`src/rtl/bus_pkg.sv`:
```
// Shared bus definitions: widths, command encodings and the serial frame layout
// used by both the frame encoder and the frame decoder.
package bus_pkg;

  localparam int ADDR_WIDTH = 16;
  localparam int DATA_WIDTH = 8;
  localparam int CMD_WIDTH  = 3;

  localparam logic [CMD_WIDTH-1:0] CMD_READ        = 3'd0;
  localparam logic [CMD_WIDTH-1:0] CMD_WRITE       = 3'd1;
  localparam logic [CMD_WIDTH-1:0] CMD_SPLIT_START = 3'd2;
  localparam logic [CMD_WIDTH-1:0] CMD_SPLIT_END   = 3'd3;

  // Field order is the wire order: start goes out first, stop last.
  typedef struct packed {
    logic                  start;
    logic [CMD_WIDTH-1:0]  cmd;
    logic [ADDR_WIDTH-1:0] addr;
    logic [DATA_WIDTH-1:0] data;
    logic                  parity;
    logic                  stop;
  } serial_frame_t;

  localparam int FRAME_BITS = $bits(serial_frame_t);

  function automatic logic frame_parity(input logic [CMD_WIDTH-1:0]  cmd,
                                        input logic [ADDR_WIDTH-1:0] addr,
                                        input logic [DATA_WIDTH-1:0] data);
    return ^{cmd, addr, data};
  endfunction

endpackage

```
`src/rtl/frame_encoder_bit_tick_gen.sv`:
```
// Clocks-per-bit divider: while enabled, emits a one-cycle tick on the last
// clock of every bit period. Shared with the receive path.
module bit_tick_gen #(
  parameter int CLKS_PER_BIT = 4
) (
  input  logic clk_i,
  input  logic rst_ni,
  input  logic en_i,
  output logic tick_o
);

  localparam int CW = (CLKS_PER_BIT > 1) ? $clog2(CLKS_PER_BIT) : 1;
  localparam logic [CW-1:0] LAST = CW'(CLKS_PER_BIT - 1);

  logic [CW-1:0] cnt_q;

  assign tick_o = en_i && (cnt_q == LAST);

  // Held at zero while disabled so every bit period starts aligned.
  always_ff @(posedge clk_i or negedge rst_ni) begin
    if (!rst_ni) begin
      cnt_q <= '0;
    end else if (!en_i || tick_o) begin
      cnt_q <= '0;
    end else begin
      cnt_q <= cnt_q + 1'b1;
    end
  end

endmodule

```
`src/rtl/frame_encoder.sv`:
```
// Serial frame transmitter: latches a bus request, presents the parallel frame
// for one cycle, then shifts it out MSB first followed by an idle-low gap.
module frame_encoder
  import bus_pkg::*;
#(
  parameter int CLKS_PER_BIT = 4,
  parameter int GAP_BITS     = 1
) (
  input  logic                  clk_i,
  input  logic                  rst_ni,
  input  logic                  req_valid_i,
  output logic                  req_ready_o,
  input  logic [CMD_WIDTH-1:0]  req_cmd_i,
  input  logic [ADDR_WIDTH-1:0] req_addr_i,
  input  logic [DATA_WIDTH-1:0] req_wdata_i,
  input  logic                  parity_inject_i,
  output logic                  frame_valid_o,
  output logic [FRAME_BITS-1:0] frame_o,
  output logic                  tx_o,
  output logic                  busy_o,
  output logic                  done_o
);

  // state    | meaning
  // TX_IDLE  | ready for a request, line low
  // TX_SHIFT | shifting the latched frame out, MSB first
  // TX_GAP   | line held low for GAP_BITS bit periods
  typedef enum logic [1:0] {
    TX_IDLE  = 2'd0,
    TX_SHIFT = 2'd1,
    TX_GAP   = 2'd2
  } tx_state_e;

  localparam int BW = $clog2(FRAME_BITS);
  localparam int GW = (GAP_BITS > 1) ? $clog2(GAP_BITS) : 1;
  localparam logic [BW-1:0] LAST_BIT = BW'(FRAME_BITS - 1);

  tx_state_e             state_q;
  serial_frame_t         frame_q;
  serial_frame_t         frame_d;
  logic [FRAME_BITS-1:0] shift_q;
  logic [BW-1:0]         bit_cnt_q;
  logic [GW-1:0]         gap_cnt_q;
  logic                  frame_valid_q;
  logic                  tx_q;
  logic                  done_q;
  logic                  accept;
  logic                  tick;

  assign accept = req_valid_i && (state_q == TX_IDLE);

  always_comb begin
    frame_d        = '0;
    frame_d.start  = 1'b1;
    frame_d.cmd    = req_cmd_i;
    frame_d.addr   = req_addr_i;
    frame_d.data   = req_wdata_i;
    frame_d.parity = frame_parity(req_cmd_i, req_addr_i, req_wdata_i) ^ parity_inject_i;
    frame_d.stop   = 1'b1;
  end

  bit_tick_gen #(
    .CLKS_PER_BIT(CLKS_PER_BIT)
  ) u_tick (
    .clk_i  (clk_i),
    .rst_ni (rst_ni),
    .en_i   ((state_q == TX_SHIFT) || (state_q == TX_GAP)),
    .tick_o (tick)
  );

  always_ff @(posedge clk_i or negedge rst_ni) begin
    if (!rst_ni) begin
      state_q       <= TX_IDLE;
      frame_q       <= '0;
      shift_q       <= '0;
      bit_cnt_q     <= '0;
      gap_cnt_q     <= '0;
      frame_valid_q <= 1'b0;
      tx_q          <= 1'b0;
      done_q        <= 1'b0;
    end else begin
      frame_valid_q <= 1'b0;
      done_q        <= 1'b0;
      case (state_q)
        TX_IDLE: begin
          tx_q <= 1'b0;
          if (accept) begin
            frame_q       <= frame_d;
            shift_q       <= frame_d;
            frame_valid_q <= 1'b1;
            tx_q          <= frame_d.start;
            bit_cnt_q     <= '0;
            state_q       <= TX_SHIFT;
          end
        end
        TX_SHIFT: begin
          if (tick) begin
            if (bit_cnt_q == LAST_BIT) begin
              tx_q      <= 1'b0;
              done_q    <= 1'b1;
              gap_cnt_q <= '0;
              state_q   <= (GAP_BITS > 0) ? TX_GAP : TX_IDLE;
            end else begin
              // Next bit is already at [MSB-1] of the current shift image.
              tx_q      <= shift_q[FRAME_BITS-2];
              shift_q   <= {shift_q[FRAME_BITS-2:0], 1'b0};
              bit_cnt_q <= bit_cnt_q + 1'b1;
            end
          end
        end
        TX_GAP: begin
          tx_q <= 1'b0;
          if (tick) begin
            if (int'(gap_cnt_q) == GAP_BITS - 1) begin
              state_q <= TX_IDLE;
            end else begin
              gap_cnt_q <= gap_cnt_q + 1'b1;
            end
          end
        end
        default: begin
          state_q <= TX_IDLE;
          tx_q    <= 1'b0;
        end
      endcase
    end
  end

  assign req_ready_o   = (state_q == TX_IDLE);
  assign busy_o        = !req_ready_o;
  assign frame_valid_o = frame_valid_q;
  assign frame_o       = frame_q;
  assign tx_o          = tx_q;
  assign done_o        = done_q;

endmodule

```
`config.mk`:
```
export PLATFORM = sky130hd
export DESIGN_NAME = frame_encoder
export DESIGN_NICKNAME = d
export VERILOG_FILES = /design/src/rtl/bus_pkg.sv /design/src/rtl/frame_encoder_bit_tick_gen.sv /design/src/rtl/frame_encoder.sv
export SDC_FILE = /design/constraint.sdc
export NUM_CORES = 1
export LEC_CHECK = 0
export BUFFER_PORTS_ARGS = -buffer_cell sky130_fd_sc_hd__buf_2
export CORE_MARGIN = 2
export CORE_UTILIZATION = 25
export DETAILED_ROUTE_END_ITERATION = 10
export PLACE_DENSITY_LB_ADDON = 0.25
export SETUP_SLACK_MARGIN = 0.15
export SLEW_MARGIN = 10
export SYNTH_ARGS = -nofsm -noshare
export SYNTH_HDL_FRONTEND = slang
export SYNTH_SLANG_ARGS = --single-unit
```
`constraint.sdc`:
```
create_clock -name clk_i -period 2.3 [get_ports clk_i]
set_input_delay 0.115 -clock clk_i [delete_from_list [all_inputs] [get_ports clk_i]]
set_output_delay 0.115 -clock clk_i [all_outputs]
set_load 0.01 [all_outputs]
```
* Yosys cells after proc, flatten, opt, wreduce, memory -nomap -nowiden *
Cells that the tools add are included.

word-level totals
  register bits after elaboration = 71
  bits of input ports = 31
  logic and storage cells = 69

cells by class
  add/sub/neg operators = 3
  equality and inequality tests = 10
  muxes and demuxes = 28
  bitwise gates (word level) = 1
  reduce and logical (&&, ||, !) cells = 14

operators by type and width
  operator                                               number
  2-to-1 mux 29 bit                                      3
  case mux 29 bit (2 select lines)                       1
  XOR reduction 27 bit                                   1
  2-to-1 mux 5 bit                                       3
  2-to-1 mux 2 bit                                       6
  2-to-1 mux 1 bit                                       11
  case mux 5 bit (2 select lines)                        1
  inequality test 2 x 1 -> 1 bit, second input constant  4
  AND reduction 4 bit                                    2
  case mux 2 bit (3 select lines)                        1
  adder 5 x 1 -> 5 bit, second input constant            1
  == test 5 bit, second input constant                   1
  AND reduction 5 bit                                    1
  == test 2 bit, second input constant                   2
  inequality test 2 bit, second input constant           2
  case mux 1 bit (2 select lines)                        2
  nonzero test 2 bit                                     2
  adder 2 x 1 -> 2 bit, second input constant            1
  == test 2 x 1 -> 1 bit, second input constant          1
  logical AND 1 bit                                      2
  zero test 1 bit                                        2
  zero test 2 bit                                        1
  logical OR 1 bit                                       2
  AND reduction 2 bit                                    1
  other kinds (2)                                        2

* Logic depth before layout (Yosys ltp) *
Gate-level depths: netlist (run 1).

  depth after elaboration = 5
  gate-level depth with buffers = 8
  gate-level depth less buffers = 7

* By module *
Synthesis (run 1) repeated with hierarchy kept, for this count alone.

second synthesis, totals
  cells, all modules = 291
  area total of the unflattened synthesis = 3,355.7 µm²

modules (own cells, without submodules)
  module         instances  cells each  area an instance (µm²)  seq. area each (µm²)
  frame_encoder  1          285         3,264.4                 1,701.6
  bit_tick_gen   1          6           91.3                    50.0

* Worst setup path after synthesis (run 1) *
OpenSTA, ideal clock, no wires.

  path kind = register -> register
  start point = register state_q[1]
  end point = register shift_q[22]
  data arrival time = 1,568 ps
  required time = 2,165 ps
  slack = 598 ps
  cell stages (with the launch flop) = 8
  buffers on the path = 2
  period minus slack after synthesis = 1,702 ps
  cell sequence = dfrtp_1 inv_1 ha_1 buf_2 inv_1 o2111ai_2 clkbuf_1 o21ai_0

between the ends
  word-level cells in the longest chain between the ends = 5
  elaborated cells between the ends (all ways) = 12
  those cells by class = eq/ne (5); mux (1); reduce/logical (6)

ends and longest elaborated chain
  element                                                         line                                      source
  start, declared                                                 frame_encoder.sv:38                       tx_state_e state_q;
  start signal, assigned                                          frame_encoder.sv:102                      state_q <= (GAP_BITS > 0) ? TX_GAP : TX_IDLE;
  == test 2 x 1 -> 1 bit / == test 2 bit (equally long branches)  frame_encoder.sv:67, frame_encoder.sv:84
  logical OR 1 bit                                                frame_encoder.sv:67                       .en_i ((state_q == TX_SHIFT) || (state_q == TX_GAP)),
  logical AND 1 bit                                               frame_encoder_bit_tick_gen.sv:17          assign tick_o = en_i && (cnt_q == LAST);
  inequality test 2 x 1 -> 1 bit (no line)                        n/a
  AND reduction 4 bit (no line)                                   n/a
  end signal, assigned                                            frame_encoder.sv:89                       shift_q <= frame_d;
  end signal, assigned                                            frame_encoder.sv:106                      shift_q <= {shift_q[FRAME_BITS-2:0], 1'b0};
  end, declared                                                   frame_encoder.sv:41                       logic [FRAME_BITS-1:0] shift_q;

Parallel ways exist; a longest one is shown, timed or not.
A chain may end at the register's enable or synchronous reset.

* Worst setup path after layout (run 1) *
  start point = register state_q[0]
  end point = register shift_q[2]

Same word-level chain as after synthesis.

==> results of run 1 <==
==> cell type report <==
type	instances	area share, %
sequential	70	42.7
multi-input combinational	189	35.2
timing repair buffer	72	9.65
clock buffer	14	6.44
tap	172	5.25
inverter	7	0.641
clock inverter	1	0.122
==> synthesized netlist by cell type (2+ instances only) <==
cell type  instances
or2_2              2
nand2b_1           2
buf_1              3
ha_1               6
xnor2_1           20
nand3_1            5
o21ai_0           33
buf_2              4
mux2i_1           28
nor3_1             2
inv_1              7
nand4_1            2
o22ai_1            2
xnor3_1            2
nand2_1           39
nor2_1             2
dfrtp_1           70
clkbuf_1           6
nor3b_1            2
xor2_1             2
a21oi_1            4
mux2_2            27
==> state kept, by name (all words and copies together), names as in the netlist <==
| name | flops |
|---|---|
| u_tick.cnt_q | 2 |
| bit_cnt_q | 5 |
| state_q | 2 |
| tx_o | 1 |
| frame_o | 29 |
| frame_valid_o | 1 |
| done_o | 1 |
| shift_q | 29 |
==> per-layer routing <==
| layer | global-route usage (%) | vias to the layer above | part of all wire [%] |
|---|---|---|---|
| met5 | 0 | - | 0 |
| met2 | 16.9 | 40 | 47 |
| met1 | 14.2 | 1064 | 47 |
| met3 | 3.14 | 9 | 3.7 |
| li1 | - | 1098 | - |
| met4 | 4.52 | 0 | 1.6 |
==> worst max path at each step <==
| stage | cells after the start | slack [ns] | end | start |
|---|---|---|---|---|
| 4_1_cts | 6 | 0.39 | shift_q[20]$_DFFE_PN0P_ | bit_cnt_q[1]$_DFFE_PN0P_ |
| 3_5_place_dp | 6 | 0.41 | shift_q[2]$_DFFE_PN0P_ | bit_cnt_q[1]$_DFFE_PN0P_ |
| 3_3_place_gp | 7 | 0.47 | shift_q[1]$_DFFE_PN0P_ | state_q[0]$_DFFE_PN0P_ |
| 5_1_grt | 6 | 0.19 | shift_q[20]$_DFFE_PN0P_ | bit_cnt_q[1]$_DFFE_PN0P_ |
| 2_1_floorplan | 7 | 0.60 | shift_q[22]$_DFFE_PN0P_ | state_q[1]$_DFFE_PN0P_ |
| 6_report | 7 | 0.41 | shift_q[2]$_DFFE_PN0P_ | state_q[0]$_DFFE_PN0P_ |
==> layout by cell type (no fill, tap or decap), drive strengths merged, types with 4 or more instances in the layout <==
master,synthesis,layout
a21oi,4,4
buf,8,71
clkbuf,6,14
dfrtp,70,70
ha,6,6
inv,7,7
mux2,27,27
mux2i,28,28
nand2,39,39
nand3,5,5
o21ai,34,34
xnor2,21,21
==> through the flow <==
step	hold WS, ns	area (um2)
2_1_floorplan	-0.181	3270
6_report	0.0580	4100
3_5_place_dp	0.316	3820
5_1_grt	0.0619	4100
3_3_place_gp	0.309	3820
4_1_cts	0.0446	4100
==> kinds of logic after synthesis <==
family | Yosys count
compound gates | 44
mux | 55
buf+inv | 21
xor+xnor | 25
fa+ha+maj | 6
flops | 70
simple gates | 59
==> power breakdown <==
group	internal, W	leakage [nW]	switching [W]
clock network	0.000782	0.133	0.000480
registers	0.00182	0.853	0.000303
logic	0.00117	0.919	0.00132
==> tightest hold or removal path, delay by kind of cell <==
kind / cells / cell delay, ns
buffers and inverters: 2 / 0.17
AOI/OAI and AO/OA: 1 / 0.07
==> results.toml, run 1 <==
[synth]
synth.area.mux_share_pct = 17.9
ys_warn_count = 0
synth_compound_area_share_pct = 7.62
synth_edf_count = 0
syn-instance-count = 280
synth_top_area_share_pct = 53.6
syn-cell-area_um2 = 3270
synth.area.top_cells = "dfrtp_1, mux2_2, mux2i_1, xnor2_1, o21ai_0"
synth_xor_area_share_pct = 7.77
synthAdderAreaFrac_pct = 2.30
synth.distinct_cells = 32
synth_fp_nets = 317
synthSimpleGateAreaFrac_pct = 8.12
synth_area_leader_cell = "dfrtp_1"
synth_top_family_by_area = "multiplexers"
yosysSeqAreaShare_pct = 53.6
synthArstFlopShare_pct = 100
syn_area_per_cell_um2 = 11.7
ys_seq_elements = 70
ys.flop_type = "dfrtp_1"

[cts]
cts_buffer_depth = 2
cts_setup_buffers = 0
clkTransAtPathRegs_ns = 0.05
root_buffer = "clkbuf_16"
clk_latency_ns = 0.33
post_cts_resized = 0
hold_buffers = 1
cts_inserted_buffers = 9
cts_tree = "yes"
htreeDepth = 3
cts.sinks = 70

[sta]
tightest_slew_ns = 0.905
rsz0062_at_grt = "no"
finClkSkew_ns = 0.00360
final_max_slew_viol_count = 0
fmax_mhz = 528
final_hold_viol_count = 0
setup_viol = 0
fin_ws_ns = 0.405
slew_headroom_pct = 39.6
fin_crit_ns = 1.89
setup-tns-final_ns = 0
fin_crit_sh_pct = 82.4

[worst_hold_path]
hold_depth = 3
hold_class = "input pin to flop"
hold_path_startpoint = "req_valid_i"
hold_end = "tx_o$_DFFE_PN0P_"

[pwr]
power_w = 0.00588
power.density_nw_per_um2 = 1430
leakage_nw = 1.91
vdd_drop_max_uv = 443

[drt]
routed_wl_um = 7050
num_vias = 2211
drc_errors = 0
routedWlPerCell_um = 13.4
avgViaCountPerCell = 4.21
dr.pass1.iters = 4
dr.first_iter.drc_count = 64
antenna_left = 0

[worst_setup_path]
rr_endpoint = "shift_q[2]$_DFFE_PN0P_"
path_cells = "inv_1 > ha_1 > a21bo_2 > o2111ai_4 > buf_12 > nand2_1 > o21ai_0"
crit_family = "compound AO/OA/AOI/OAI gates"
regToRegSetupSlack_ns = 0.41
max_stage_delay_ns = 0.37
cp.required_ns = 2.50
crit_path_end_kind = "flop"
timing.rr.start = "state_q[0]$_DFFE_PN0P_"
worstPathArrival_ns = 2.09
critPathLaunchType = "flop"
ff2ff_path_depth = 7
slowest_stage = "ha_1"
cp_num_buf_inv = 2
crit_type = "flop to flop"
cp_max_fo = 49

[layout]
area_growth_pct = 25.5
layout.area.seq_um2 = 1750
multiInputGateArea_um2 = 1440
utilization_pct = 32.3
final_cells = 525
num-nets-final = 386
antennaDiodeCount = 0
num-fill-cells = 1299
drive_above_1_share_pct = 33.1

[place]
gp_congestion = 0.682
hpwl_um = 5050
place_worst_setup_slack_ns = 0.413
io_buffer_count = 65
dp_cells = 509

[die]
die_h_um = 118
dieArea_um2 = 14000
rows = 41
core_um2 = 12700
num_io_pins = 66
dieWidth_um = 118
initial_core_util_pct = 25.8

[global_routing]
grt_overflow = 0
grt.total_usage_pct = 10.9
grt_pass1_wl_um = 11900
grt_max_degree = 71
grt_pass1_vias = 2202
antenna_found_initial = 0

[flow_run]
cap_violations = 0

[status]
status = "finished clean"
No activity file was read; power rests on OpenSTA's default activity.
==> inputs of run 2 (changes only) <==
==> constraint.sdc (replaced) <==
create_clock -name clk_i -period 1.9 [get_ports clk_i]
set_input_delay 0.095 -clock clk_i [delete_from_list [all_inputs] [get_ports clk_i]]
set_output_delay 0.095 -clock clk_i [all_outputs]
set_load 0.01 [all_outputs]
==> run 2 against run 1 <==
- sequential cell count unchanged
- register-to-register slack worse by 0.18 ns
- highest routed layer unchanged
- die area unchanged
- combinational power up 37%
- critical path type unchanged
- sequential share of layout area down 1.5 points
==> results.toml, run 2 (synthesized netlist as in run 1, its figures left out) <==
[global_routing]
global_route.usage.met3_pct = 2.90
grt.total_usage_pct = 10.8
grt_max_degree = 41
gr-usage-met2_pct = 16.2
grt_pass1_vias = 2241
grt_util_met1_pct = 14.9
grt_overflow = 0
grt_pass1_wl_um = 11900
antenna_found_initial = 0
top_usage_layer = "met2"

[pwr]
vdd_drop_max_uv = 530
power.density_nw_per_um2 = 1770
leakage_nw = 1.97
power_w = 0.00751

[layout]
num-fill-cells = 1302
multiInputGateArea_um2 = 1480
area_growth_pct = 30.1
mostFrequentLayoutCells = "dfrtp_1, buf_2, nand2_1, o21ai_0, mux2i_1"
postLayoutCellArea_um2 = 4250
drive_above_1_share_pct = 36.4
antennaDiodeCount = 0
layout_commonest_cell = "dfrtp_1"
layout.area.seq_um2 = 1750
num-nets-final = 396

[flow_run]
cap_violations = 0

[sta]
final_hold_viol_count = 0
final_max_slew_viol_count = 0
fmax_mhz = 597
finClkSkew_ns = 0.00391
slew_headroom_pct = 66.0
fin_ws_ns = 0.224
tightest_slew_ns = 0.510
fin_crit_ns = 1.68
fin_crit_sh_pct = 88.2
setup-tns-final_ns = 0
rsz0062_at_grt = "yes"
setup_viol = 0
hold_slack_ns = 0.0524

[die]
rows = 41
dieWidth_um = 118
initial_core_util_pct = 25.8
die_h_um = 118
core_um2 = 12700
dieArea_um2 = 14000
num_io_pins = 66

[drt]
dr.first_iter.drc_count = 56
dr.pass1.iters = 4
drc_errors = 0
routedWlPerCell_um = 13.7
avgViaCountPerCell = 4.24
routed_wl_um = 7330
antenna_left = 0
num_vias = 2269

[worst_setup_path]
cp_max_fo = 19
critPathLaunchType = "flop"
cp_num_buf_inv = 3
crit_path_end_kind = "flop"
crit_family = "buffers and inverters"
slowest_stage = "dfrtp_1"
path_cells = "inv_2 > ha_4 > a21bo_4 > o2111ai_4 > buf_12 > clkbuf_16 > nand2_1 > o21ai_0"
worstPathArrival_ns = 1.88
crit_type = "flop to flop"
cp.required_ns = 2.10
max_stage_delay_ns = 0.40

[cts]
root_buffer = "clkbuf_16"
clkTransAtPathRegs_ns = 0.05
cts_tree = "yes"
cts_buffer_depth = 2
cts_inserted_buffers = 9
htreeDepth = 3
clk_latency_ns = 0.32
cts.sinks = 70

[place]
hpwl_um = 5240
gp_congestion = 0.722
place_worst_setup_slack_ns = 0.131
io_buffer_count = 65
place_area_um2 = 3840

[status]
status = "finished clean"

[worst_hold_path]
hold_class = "input pin to flop"
==> run 2: worst register-to-register path: cells and delay by family (launching register included) <==
kind,cells,cell delay [ns]
adder cells (fa/ha/maj),1,0.29
AND/OR/NAND/NOR,1,0.07
flip-flops,1,0.40
AO/OA/AOI/OAI,3,0.37
buffers and inverters,3,0.41
==> run 2: area by class of cell <==
type	instances	area share [%]
Inverter	7	0.618
Tap cell	172	5.06
Multi-Input combinational cell	189	34.8
Timing Repair Buffer	82	12.0
Clock buffer	14	6.21
Clock inverter	1	0.118
Sequential cell	70	41.2
==> run 2: path summary, 6_finish.rpt <==
check                                           from  cells after the start  slack [ns]                         to
min reg2reg                u_tick.cnt_q[0]$_DFF_PN0_                      1        0.45  u_tick.cnt_q[0]$_DFF_PN0_
max in group asynchronous                     rst_ni                      3        0.96     frame_o[5]$_DFFE_PN0P_
min in group asynchronous                     rst_ni                      2        0.30    shift_q[19]$_DFFE_PN0P_
max reg2reg                   state_q[0]$_DFFE_PN0P_                      8        0.22     shift_q[7]$_DFFE_PN0P_
max                           state_q[0]$_DFFE_PN0P_                      8        0.22     shift_q[7]$_DFFE_PN0P_
min                                   req_wdata_i[2]                      2        0.05     frame_o[4]$_DFFE_PN0P_
==> run 2: power by group <==
part           leakage [nW]  switching (W)  internal [W]  total (W)
Sequential            0.853       0.000371       0.00220    0.00257
Clock                 0.133       0.000576      0.000946    0.00152
Combinational         0.988        0.00172       0.00169    0.00341
Total                  1.97        0.00267       0.00484    0.00751
==> run 2: through the flow <==
stage / cells / utilization, %
2_1_floorplan: 280 / -
3_3_place_gp: 512 / 30.3
3_5_place_dp: 512 / 30.3
4_1_cts: 530 / 32.7
5_1_grt: 535 / 33.5
6_report: 535 / 33.5
==> run 2: routing by layer <==
| metal | up-vias | share of wire [%] |
|---|---|---|
| met5 | - | 0 |
| met4 | 0 | 1.0 |
| met3 | 6 | 3.4 |
| met2 | 40 | 46 |
| met1 | 1099 | 50 |
| li1 | 1124 | - |
==> run 2: timing repair <==
item / CTS / global route
hold endpoints to repair: 38 / 0
pin swaps: 2 / 3
gates resized for setup: 2 / 12
gates cloned: 0 / 1
setup buffers: 2 / 4
setup endpoints to repair: 12 / 33
hold buffers: 1 / 0
==> inputs of run 3 (changes only) <==
--- a/config.mk
+++ b/config.mk
@@ -6,6 +6,8 @@
 export NUM_CORES = 1
 export LEC_CHECK = 0
 export BUFFER_PORTS_ARGS = -buffer_cell sky130_fd_sc_hd__buf_2
+export CELL_PAD_IN_SITES_DETAIL_PLACEMENT = 1
+export CELL_PAD_IN_SITES_GLOBAL_PLACEMENT = 1
 export CORE_MARGIN = 2
 export CORE_UTILIZATION = 25
 export DETAILED_ROUTE_END_ITERATION = 10
==> run 3 against run 2 <==
- routed wire length up 12%
- global-route usage up 1.1 points
- maximum frequency down 5.0%
- count of clock-buffer cells in the layout down 3
- die area unchanged
- clock power about the same
- largest cell class unchanged
- sequential power about the same
- utilization up 1.4 points
- critical endpoint unchanged
- total power up 7.3%
- via count up 4.5%
==> results.toml, run 3 (synthesized netlist as in run 1, its figures left out) <==
[status]
status = "finished clean"

[sta]
tightest_slew_ns = 0.372
final_hold_viol_count = 0
fin_crit_ns = 1.76
hold_slack_ns = 0.0225
fmax_mhz = 567
final_max_slew_viol_count = 0
fin_crit_sh_pct = 92.8
setup_viol = 0
setup-tns-final_ns = 0
slew_headroom_pct = 75.2
finClkSkew_ns = 0.00817
rsz0062_at_grt = "yes"

[layout]
num-nets-final = 407
num-fill-cells = 1412
layout.area.seq_um2 = 1750
layout_commonest_cell = "dfrtp_1"
area_growth_pct = 35.4
utilization_pct = 34.9
antennaDiodeCount = 0
mostFrequentLayoutCells = "dfrtp_1, buf_2, nand2_1, mux2i_1, mux2_2"
drive_above_1_share_pct = 40.9
multiInputGateArea_um2 = 1510

[worst_setup_path]
cp_max_fo = 10
worstPathArrival_ns = 1.98
cp.required_ns = 2.12
critPathLaunchType = "flop"
regToRegSetupSlack_ns = 0.14
crit_type = "flop to flop"
crit_path_end_kind = "flop"

[cts]
clkTransAtPathRegs_ns = 0.06
cts.sinks = 70
cts_tree = "yes"
clk_latency_ns = 0.34
cts_buffer_depth = 2
htreeDepth = 3
cts_inserted_buffers = 9
root_buffer = "clkbuf_16"

[pwr]
leakage_nw = 2.05
power_w = 0.00806
vdd_drop_max_uv = 540
power.density_nw_per_um2 = 1820

[die]
dieWidth_um = 118
core_um2 = 12700
dieArea_um2 = 14000
die_h_um = 118
initial_core_util_pct = 25.8
rows = 41
num_io_pins = 66

[global_routing]
grt_overflow = 0
grt_max_degree = 46
grt.total_usage_pct = 11.9
antenna_found_initial = 0
grt_pass1_wl_um = 12900
grt_pass1_vias = 2435

[drt]
drc_errors = 0
avgViaCountPerCell = 4.36
dr.first_iter.drc_count = 40
dr.pass1.iters = 4
routedWlPerCell_um = 15.0
num_vias = 2370
routed_wl_um = 8180
antenna_left = 0

[worst_hold_path]
hold_class = "input pin to flop"

[place]
io_buffer_count = 65
gp_congestion = 0.761
hpwl_um = 5550

[flow_run]
cap_violations = 0
-- run 3: changes by cell type in the layout (fill, tap and decap cells not counted), sizes merged --
cell      change
buf           +8
clkinv        +1
clkinvlp      +1
inv           -1
-- run 3: power by group --
group / switching (W) / leakage (nW) / total, W / internal (W)
sequential: 0.000387 / 0.852 / 0.00259 / 0.00221
clock: 0.000595 / 0.133 / 0.00152 / 0.000926
combinational: 0.00189 / 1.07 / 0.00395 / 0.00205
-- run 3: final timing paths --
path	to	depth (start not counted)	start
setup / recovery	shift_q[7]$_DFFE_PN0P_	8	bit_cnt_q[1]$_DFFE_PN0P_
hold / removal	tx_o$_DFFE_PN0P_	3	req_valid_i
setup reg to reg	shift_q[7]$_DFFE_PN0P_	8	bit_cnt_q[1]$_DFFE_PN0P_
hold reg to reg	u_tick.cnt_q[0]$_DFF_PN0_	1	u_tick.cnt_q[0]$_DFF_PN0_
max in group asynchronous	frame_o[13]$_DFFE_PN0P_	3	rst_ni
min in group asynchronous	done_o$_DFF_PN0_	2	rst_ni
-- run 3: stage by stage --
stage / cells / instance area [um2] / worst slack, ns
after global routing: 544 / 4420 / 0.0394
final: 544 / 4420 / 0.136
after detailed placement: 512 / 3840 / 0.0998
after CTS: 528 / 4170 / 0.205
after floorplan: 280 / 3270 / 0.198
after global placement: 512 / 3840 / 0.161
-- run 3: final cells by class --
| type | instances | area share [%] |
|---|---|---|
| clock buffers | 11 | 5.71 |
| clock inverters | 2 | 0.226 |
| inverters | 7 | 0.679 |
| multi-input cells | 189 | 34.0 |
| flip-flops and latches | 70 | 39.6 |
| well taps | 172 | 4.86 |
| repair buffers | 93 | 14.8 |
-- run 3: worst max-delay path, cell delays in order, from the launching register on --
cell and delay (ns):
dfrtp_1 0.41, inv_2 0.09, ha_4 0.12, nand4_1 0.12, buf_4 0.18, o2111ai_4 0.26
clkbuf_16 0.22, clkbuf_16 0.15, o21ai_0 0.08
-- run 3: routing by layer --
layer	part of all wire, %	track usage (%)
met1	47	15.7
met2	47	17.4
met3	4.3	4.10
met4	2.0	5.42
met5	0	0
-- run 3: what timing repair did --
item	CTS	global route
pin swaps	2	2
gates cloned	0	4
buffers inserted	2	12
hold buffers	1	0
gates resized for setup	7	28
endpoints found under the hold margin	25	0
setup endpoints to repair	33	32
